`config.mk`:
```
export PLATFORM = sky130hd
export DESIGN_NAME = song_player
export DESIGN_NICKNAME = d
export VERILOG_FILES = /design/src/rtl/song_player.sv
export SDC_FILE = /design/constraint.sdc
export NUM_CORES = 1
export LEC_CHECK = 0
export CORE_MARGIN = 8
export CORE_UTILIZATION = 35
export CTS_BUF_LIST = sky130_fd_sc_hd__clkbuf_4
export DETAILED_ROUTE_END_ITERATION = 8
export PLACE_DENSITY = 0.5
export SYNTH_ARGS = -nofsm -noshare
export SYNTH_HDL_FRONTEND = slang
export SYNTH_SLANG_ARGS = --single-unit
```
`constraint.sdc`:
```
create_clock -name clk_5MHz -period 2.3 [get_ports clk_5MHz]
set_input_delay 0.23 -clock clk_5MHz [delete_from_list [all_inputs] [get_ports clk_5MHz]]
set_output_delay 0.23 -clock clk_5MHz [all_outputs]
set_load 0.05 [all_outputs]
```
`src/rtl/song_player.sv`:
```
// Melody player: walks a note ROM from a start address and drives a square-wave beep.
// Each ROM word selects pitch (octave/degree) and duration in beats; an end marker stops or loops.
module song_player #(
    parameter int CLK_HZ   = 5_000_000,
    parameter int BEAT_HZ  = 4,
    parameter int GAP_CLKS = 50_000,
    parameter int ADDR_W   = 7,
    parameter int DIV_W    = 16
) (
    input  logic              clk_5MHz,
    input  logic              rst_n,
    input  logic              start,
    input  logic              stop,
    input  logic              pause,
    input  logic              loop,
    input  logic [ADDR_W-1:0] start_addr,
    output logic [ADDR_W-1:0] rom_addr,
    input  logic [11:0]       rom_data,
    output logic              beep,
    output logic              busy,
    output logic              done
);

    localparam logic [1:0] IDLE  = 2'd0;
    localparam logic [1:0] FETCH = 2'd1;
    localparam logic [1:0] LOAD  = 2'd2;
    localparam logic [1:0] PLAY  = 2'd3;

    localparam int BEAT_CLKS = CLK_HZ / BEAT_HZ;
    localparam int PRESC_W   = $clog2(BEAT_CLKS);
    localparam logic [PRESC_W-1:0] PRESC_LAST = PRESC_W'(BEAT_CLKS - 1);
    localparam logic [PRESC_W-1:0] GAP_START  = PRESC_W'(BEAT_CLKS - GAP_CLKS);

    // Entry 0 stands in for the rest degree so the table covers every 3-bit code.
    localparam int DEGREE_HZ [8] = '{262, 262, 294, 330, 349, 392, 440, 494};

    logic [DIV_W-1:0] hp_mid [8];

    genvar gi;
    generate
        for (gi = 0; gi < 8; gi++) begin : g_pitch
            assign hp_mid[gi] = DIV_W'(CLK_HZ / (2 * DEGREE_HZ[gi]));
        end
    endgenerate

    logic             word_end;
    logic [1:0]       word_oct;
    logic [2:0]       word_deg;
    logic [5:0]       word_dur;
    logic             word_rest;
    logic [DIV_W-1:0] word_hp;

    assign word_end  = rom_data[11];
    assign word_oct  = rom_data[10:9];
    assign word_deg  = rom_data[8:6];
    assign word_dur  = rom_data[5:0];
    assign word_rest = (word_oct == 2'd0) || (word_deg == 3'd0);

    always_comb begin
        case (word_oct)
            2'd1:    word_hp = hp_mid[word_deg] << 1;
            2'd3:    word_hp = hp_mid[word_deg] >> 1;
            default: word_hp = hp_mid[word_deg];
        endcase
    end

    logic [1:0]         state_reg, state_next;
    logic [ADDR_W-1:0]  base_reg, base_next;
    logic [ADDR_W-1:0]  rom_addr_reg, rom_addr_next;
    logic [DIV_W-1:0]   hp_reg, hp_next;
    logic [DIV_W-1:0]   tone_cnt_reg, tone_cnt_next;
    logic [PRESC_W-1:0] presc_reg, presc_next;
    logic [5:0]         beats_reg, beats_next;
    logic               tone_reg, tone_next;
    logic               rest_reg, rest_next;
    logic               busy_reg, busy_next;
    logic               done_reg, done_next;

    always_comb begin
        state_next    = state_reg;
        base_next     = base_reg;
        rom_addr_next = rom_addr_reg;
        hp_next       = hp_reg;
        tone_cnt_next = tone_cnt_reg;
        presc_next    = presc_reg;
        beats_next    = beats_reg;
        tone_next     = tone_reg;
        rest_next     = rest_reg;
        done_next     = 1'b0;

        if (stop) begin
            state_next = IDLE;
        end else if (start) begin
            // An end marker reached in the same cycle still reports completion.
            if (state_reg == LOAD && word_end && !loop)
                done_next = 1'b1;
            base_next     = start_addr;
            rom_addr_next = start_addr;
            state_next    = FETCH;
        end else begin
            case (state_reg)
                IDLE: ;
                FETCH: state_next = LOAD;
                LOAD: begin
                    if (word_end) begin
                        if (loop) begin
                            rom_addr_next = base_reg;
                            state_next    = FETCH;
                        end else begin
                            done_next  = 1'b1;
                            state_next = IDLE;
                        end
                    end else begin
                        hp_next       = word_hp;
                        rest_next     = word_rest;
                        beats_next    = word_dur;
                        tone_cnt_next = '0;
                        presc_next    = '0;
                        tone_next     = 1'b0;
                        state_next    = PLAY;
                    end
                end
                PLAY: begin
                    if (!pause) begin
                        if (tone_cnt_reg == hp_reg - DIV_W'(1)) begin
                            tone_cnt_next = '0;
                            tone_next     = ~tone_reg;
                        end else begin
                            tone_cnt_next = tone_cnt_reg + DIV_W'(1);
                        end
                        if (presc_reg == PRESC_LAST) begin
                            presc_next = '0;
                            if (beats_reg == 6'd0) begin
                                rom_addr_next = rom_addr_reg + ADDR_W'(1);
                                state_next    = FETCH;
                            end else begin
                                beats_next = beats_reg - 6'd1;
                            end
                        end else begin
                            presc_next = presc_reg + PRESC_W'(1);
                        end
                    end
                end
                default: state_next = IDLE;
            endcase
        end

        busy_next = (state_next != IDLE) || done_next;
    end

    always_ff @(posedge clk_5MHz or negedge rst_n) begin
        if (!rst_n) begin
            state_reg    <= IDLE;
            base_reg     <= '0;
            rom_addr_reg <= '0;
            hp_reg       <= '0;
            tone_cnt_reg <= '0;
            presc_reg    <= '0;
            beats_reg    <= '0;
            tone_reg     <= 1'b0;
            rest_reg     <= 1'b0;
            busy_reg     <= 1'b0;
            done_reg     <= 1'b0;
        end else begin
            state_reg    <= state_next;
            base_reg     <= base_next;
            rom_addr_reg <= rom_addr_next;
            hp_reg       <= hp_next;
            tone_cnt_reg <= tone_cnt_next;
            presc_reg    <= presc_next;
            beats_reg    <= beats_next;
            tone_reg     <= tone_next;
            rest_reg     <= rest_next;
            busy_reg     <= busy_next;
            done_reg     <= done_next;
        end
    end

    // Articulation gap: the tail of the final beat of every note is silent.
    logic gap;
    assign gap = (beats_reg == 6'd0) && (presc_reg >= GAP_START);

    assign beep     = (state_reg == PLAY) && !rest_reg && !pause && !gap && tone_reg;
    assign rom_addr = rom_addr_reg;
    assign busy     = busy_reg;
    assign done     = done_reg;

endmodule

```
Yosys cells after proc, flatten, opt, wreduce, memory -nomap -nowiden
Memory sizes are Yosys's and may differ from the RTL's.
Index checks and enable logic that the tools add are counted.
W data, S select, Z words.
{ "totals": {"mem_bits_ro": 128, "elab_cells": 107, "mem_count": 1, "in_bits": 25, "reg_bits": 79, "out_inout_bits": 10} }
{ "mem_list": {"columns": ["name", "words", "word_bits", "rd", "rd_ports_with_merged_regs", "wr", "line_no", "source"], "rows": [
  ["(no name shown)", 8, 16, 1, 0, 0, "63", "default: word_hp = hp_mid[word_deg];"]
]} }
{ "classes": {"n_reduce_logical": 25, "addsub": 5, "order_cmp": 2, "bitwise": 5, "n_eq_ne": 17, "n_mux": 41} }
{ "ops": {"columns": ["op", "count"], "rows": [
  ["$mux W16", 5],
  ["$pmux W16 S2", 2],
  ["$mux W21", 3],
  ["$mux W7", 6],
  ["$pmux W21 S2", 1],
  ["$mux W6", 4],
  ["$add A21 B1 Y21 const B", 1],
  ["$eq A21 B21 Y1 const B", 1],
  ["$ge A21 B21 Y1 const B", 1],
  ["$add A16 B1 Y16 const B", 1],
  ["$eq A16 B16 Y1", 1],
  ["$sub A16 B1 Y16 const B", 1],
  ["$ne A3 B3 Y1 const B", 5],
  ["$pmux W7 S2", 1],
  ["$reduce_and A7 Y1", 2],
  ["$mux W2", 6],
  ["$pmux W6 S2", 1],
  ["$mux W1", 10],
  ["$ne A2 B2 Y1 const B", 5],
  ["$add A7 B1 Y7 const B", 1],
  ["$logic_and A1 B1 Y1", 7],
  ["$eq A2 B2 Y1 const B", 3],
  ["$logic_not A6 Y1", 1],
  ["$pmux W2 S3", 1],
  ["other kinds (16)", 25]
]} }

Logic depth before layout (Yosys ltp)
{ "logic_depth": {"depth_word": 9, "ltp_mapped": 11, "ltp_nobuf": 10} }

Least setup slack after synthesis
No wires, ideal clock.
{ "synth_path": {"kind": "reg2out", "start": "register presc_reg[9]", "end": "output port beep", "arrival_time_ns": 2.691, "t_required_ns": 2.070, "path_stages_with_launch": 7, "path_slack_ns": -0.621, "n_path_buf": 0, "path_cell_list": "dfrtp_1 and3_1 nand3_1 a21boi_0 o31ai_1 a21oi_1 nor4b_1"} }
{ "synth_between": {"elab_chain_len": 5} }
{ "synth_rtl": {"columns": ["element", "line_no", "source"], "rows": [
  ["start: declaration", "72", "logic [PRESC_W-1:0] presc_reg, presc_next;"],
  ["start signal: assignment", "170", "presc_reg <= presc_next;"],
  ["$ge A21 B21 Y1", "181", "assign gap = (beats_reg == 6'd0) && (presc_reg >= GAP_START);"],
  ["$logic_and A1 B1 Y1", "181", null],
  ["$logic_not A1 Y1", "183", "assign beep = (state_reg == PLAY) && !rest_reg && !pause && !gap && tone_reg;"],
  ["$logic_and A1 B1 Y1 (2 in series)", "183", null],
  ["end: declaration", "19", "output logic beep,"]
]} }
Every way passes these cells.

Worst setup path in the final report
{ "layout_path": {"start": "register hp_reg[1]", "end": "register tone_cnt_reg[9]"} }
{ "layout_between": {"elab_chain_len": 5} }
{ "layout_rtl": {"columns": ["element", "line_no", "source"], "rows": [
  ["start: declaration", "70", "logic [DIV_W-1:0] hp_reg, hp_next;"],
  ["start signal: assignment", "168", "hp_reg <= hp_next;"],
  ["$sub A16 B1 Y16", "125", "if (tone_cnt_reg == hp_reg - DIV_W'(1)) begin"],
  ["$eq A16 B16 Y1", "125", null],
  ["$mux W16", "125", null],
  ["$mux W16", "124", "if (!pause) begin"],
  ["$pmux W16 S2", "101", "case (state_reg)"],
  ["end signal: assignment", "169", "tone_cnt_reg <= tone_cnt_next;"],
  ["end: declaration", "71", "logic [DIV_W-1:0] tone_cnt_reg, tone_cnt_next;"]
]} }
Every way passes these cells. The select of a mux whose other input is x is not followed.
A chain may end at the register's enable or synchronous reset.

==> flow_summary.json <==
{
  "status": "finished with violations",
  "violations": "negative setup slack",
  "synth.distinct_cells": 62,
  "hold_slack_ps": 281,
  "synth_edf_count": 0,
  "initial_core_util_pct": 36.1,
  "vias_per_cell": 5.41,
  "clockBufferDepth": 2,
  "die_w_um": 136,
  "hold_viol": 0,
  "worst_setup_path_end_kind": "register",
  "leakage_uw": 0.00266,
  "r2r-end": "tone_cnt_reg[9]",
  "reg2regPathDepth": 10,
  "floorplan.io_pins": 35,
  "grt_pass1_vias": 4779,
  "avgSynthCellArea_sq_um": 8.11,
  "grt_max_degree": 42,
  "grt-ovfl-total": 0,
  "setup_ws_ps": -112,
  "syn2layout_area_growth_pct": 30.3,
  "required_ps": 2650,
  "maxCapViolations": 0,
  "yosys_warnings": 0,
  "wl_per_cell_um": 15.9,
  "drc_errors": 0,
  "rrSetupSlack_ps": -110,
  "synth-async-reset-ratio_pct": 100,
  "synth_cells": 620,
  "synth_flop_cell": "dfrtp_1",
  "largest_reg_flops": 21,
  "nNetsFinal": 750,
  "grt_pass1_wl_um": 23900,
  "drtIter0Drc": 380,
  "seq_area_frac_synth_pct": 38.8,
  "num_vias": 4872,
  "drtPass1Iterations": 5,
  "hold_path_class": "in -> async",
  "setup.worst_path.start_class": "register",
  "peakVddDrop_mv": 0.313,
  "rsz0062_at_grt": "yes",
  "clk_pin_slew_ps": 130,
  "antenna_found_initial": 1,
  "setup_viol": 16,
  "worstSetupPathType": "reg -> reg",
  "fill_cells": 1372,
  "cts_buffers": 9,
  "fp.dieH_um": 136,
  "drtAntennaViolNets": 0,
  "clock_sinks": 78,
  "cts_tree": "yes",
  "drive_above_1_share_pct": 23.2,
  "fp-row-count": 43,
  "track_usage_pct": 16.0,
  "tns_ps": -1380,
  "slew_viol_final": 0,
  "post-route-period-util_pct": 105,
  "worst_pin_slew_ps": 574,
  "relSlewSlack_pct": 61.5,
  "synth.ff_latch_count": 78,
  "syn_area_sq_um": 5030,
  "worstPathMaxFanout": 8,
  "portBuffers": 34,
  "timing.rr.start": "hp_reg[1]",
  "post-route-min-period_ps": 2410,
  "wirelength_um": 14300,
  "powerDensity_nw_per_um2": 508,
  "htree_levels": 3,
  "cts-root-buf": "clkbuf_4",
  "dp_hpwl_um": 10300,
  "worstPathArrival_ps": 2760,
  "die_area_sq_um": 18500,
  "core-area_sq_um": 13900,
  "gp_congestion": 0.840,
  "synth_nets": 655,
  "fmax_mhz": 415,
  "clkLatencyLatePin_ps": 470,
  "clock_skew_ps": 18.1
}
==> where the power goes <==
group | internal [uW] | switching, uW
Sequential | 1490 | 129
Combinational | 474 | 544
Clock | 203 | 491
==> worst max path at each step <==
stage            startpoint          endpoint  slack (ps)  cells after the start
2_1_floorplan     hp_reg[5]  tone_cnt_reg[12]           4                      9
3_3_place_gp      hp_reg[0]   tone_cnt_reg[7]         -90                      9
3_5_place_dp      hp_reg[1]   tone_cnt_reg[9]        -220                      9
4_1_cts        beats_reg[0]              beep        -130                      9
5_1_grt           hp_reg[1]   tone_cnt_reg[6]        -220                      9
6_report          hp_reg[1]   tone_cnt_reg[9]        -110                     10
==> worst max-delay path, cell delays in order, from the launching register on <==
cell       delay, ps
dfrtp_1          410
or4_4            610
buf_4            170
xnor2_1          140
a31oi_1           90
o21ai_1          160
o2111a_2         290
a21oi_4           90
clkbuf_16        190
nand3_2           70
o311ai_2          90
==> metrics by stage <==
step | total power [uW] | instance area [sq um] | utilization [%] | setup WS, ps | instances
after floorplan | 2200 | 5080 | - | 3.52 | 620
after global placement | 2580 | 6060 | 43.5 | -90.0 | 872
after detailed placement | 2590 | 6060 | 43.5 | -222 | 872
after CTS | 3360 | 6390 | 45.9 | -128 | 895
after global routing | 3540 | 6550 | 47.0 | -221 | 900
final | 3330 | 6550 | 47.0 | -112 | 900
==> cells in the mapped netlist, drive strengths merged (8+ instances only) <==
cell type,number,area [sq um]
nor3,16,80.1
dfrtp,78,1950
mux2i,9,90.1
xnor2,18,158
clkbuf,29,110
nor2,52,195
o21ai,73,365
a211oi,8,60.1
nor4,12,111
and3,9,56.3
a21oi,39,203
nand3,30,155
o311ai,8,70.1
inv,23,86.3
ha,10,125
nand2,96,363
or3,11,68.8
==> final cells by class <==
class / count / area (sq um) / area share, %
Sequential cell: 78 / 1960 / 29.9
Timing Repair Buffer: 114 / 1010 / 15.4
Antenna cell: 1 / 2.50 / 0.0382
Inverter: 24 / 90.1 / 1.38
Clock buffer: 9 / 67.6 / 1.03
Multi-Input combinational cell: 488 / 3170 / 48.4
Clock inverter: 6 / 30.0 / 0.459
Tap cell: 180 / 225 / 3.44
==> what timing repair did <==
item	4_1_cts	5_1_grt
pin swaps	16	12
setup buffers	7	4
resized for setup	38	27
hold endpoints to repair	37	0
setup endpoints to repair	18	28
hold buffers	1	0
gates cloned	1	1
==> logic make-up (layout without fill, tap and decap cells) <==
| family | count (synthesis) | count (layout) | share of synthesized area, % |
|---|---|---|---|
| and+or+nand+nor | 265 | 266 | 26.1 |
| AOI/OAI and AO/OA | 171 | 171 | 20.6 |
| DFF | 78 | 78 | 38.8 |
| buffers and inverters | 55 | 153 | 4.31 |
| xor gates and xnor gates | 25 | 25 | 4.36 |
| muxes | 16 | 16 | 3.36 |
| adders and majority gates | 10 | 10 | 2.49 |
| other | 0 | 1 | 0 |
==> cell usage in the layout (no fill, tap or decap), types with 18 or more instances in the layout <==
cell and instances:
nor2_1 51, clkdlybuf4s50_1 32, buf_4 76, nand3_1 20, nand2_1 93, dfrtp_1 75
xnor2_1 18, inv_1 22, o21ai_0 62, a21oi_1 33
==> metal layers <==
layer  vias up  share of wire (%)  wire length, um  track usage [%]
met2        69                 47             6740             25.6
met1      2360                 48             6900             21.3
met3        18                3.3              474             2.84
met5         -                  0                0                0
li1       2425                  -                -                -
met4         0                1.5              214             5.74
Power figures use the tool's default switching activity.
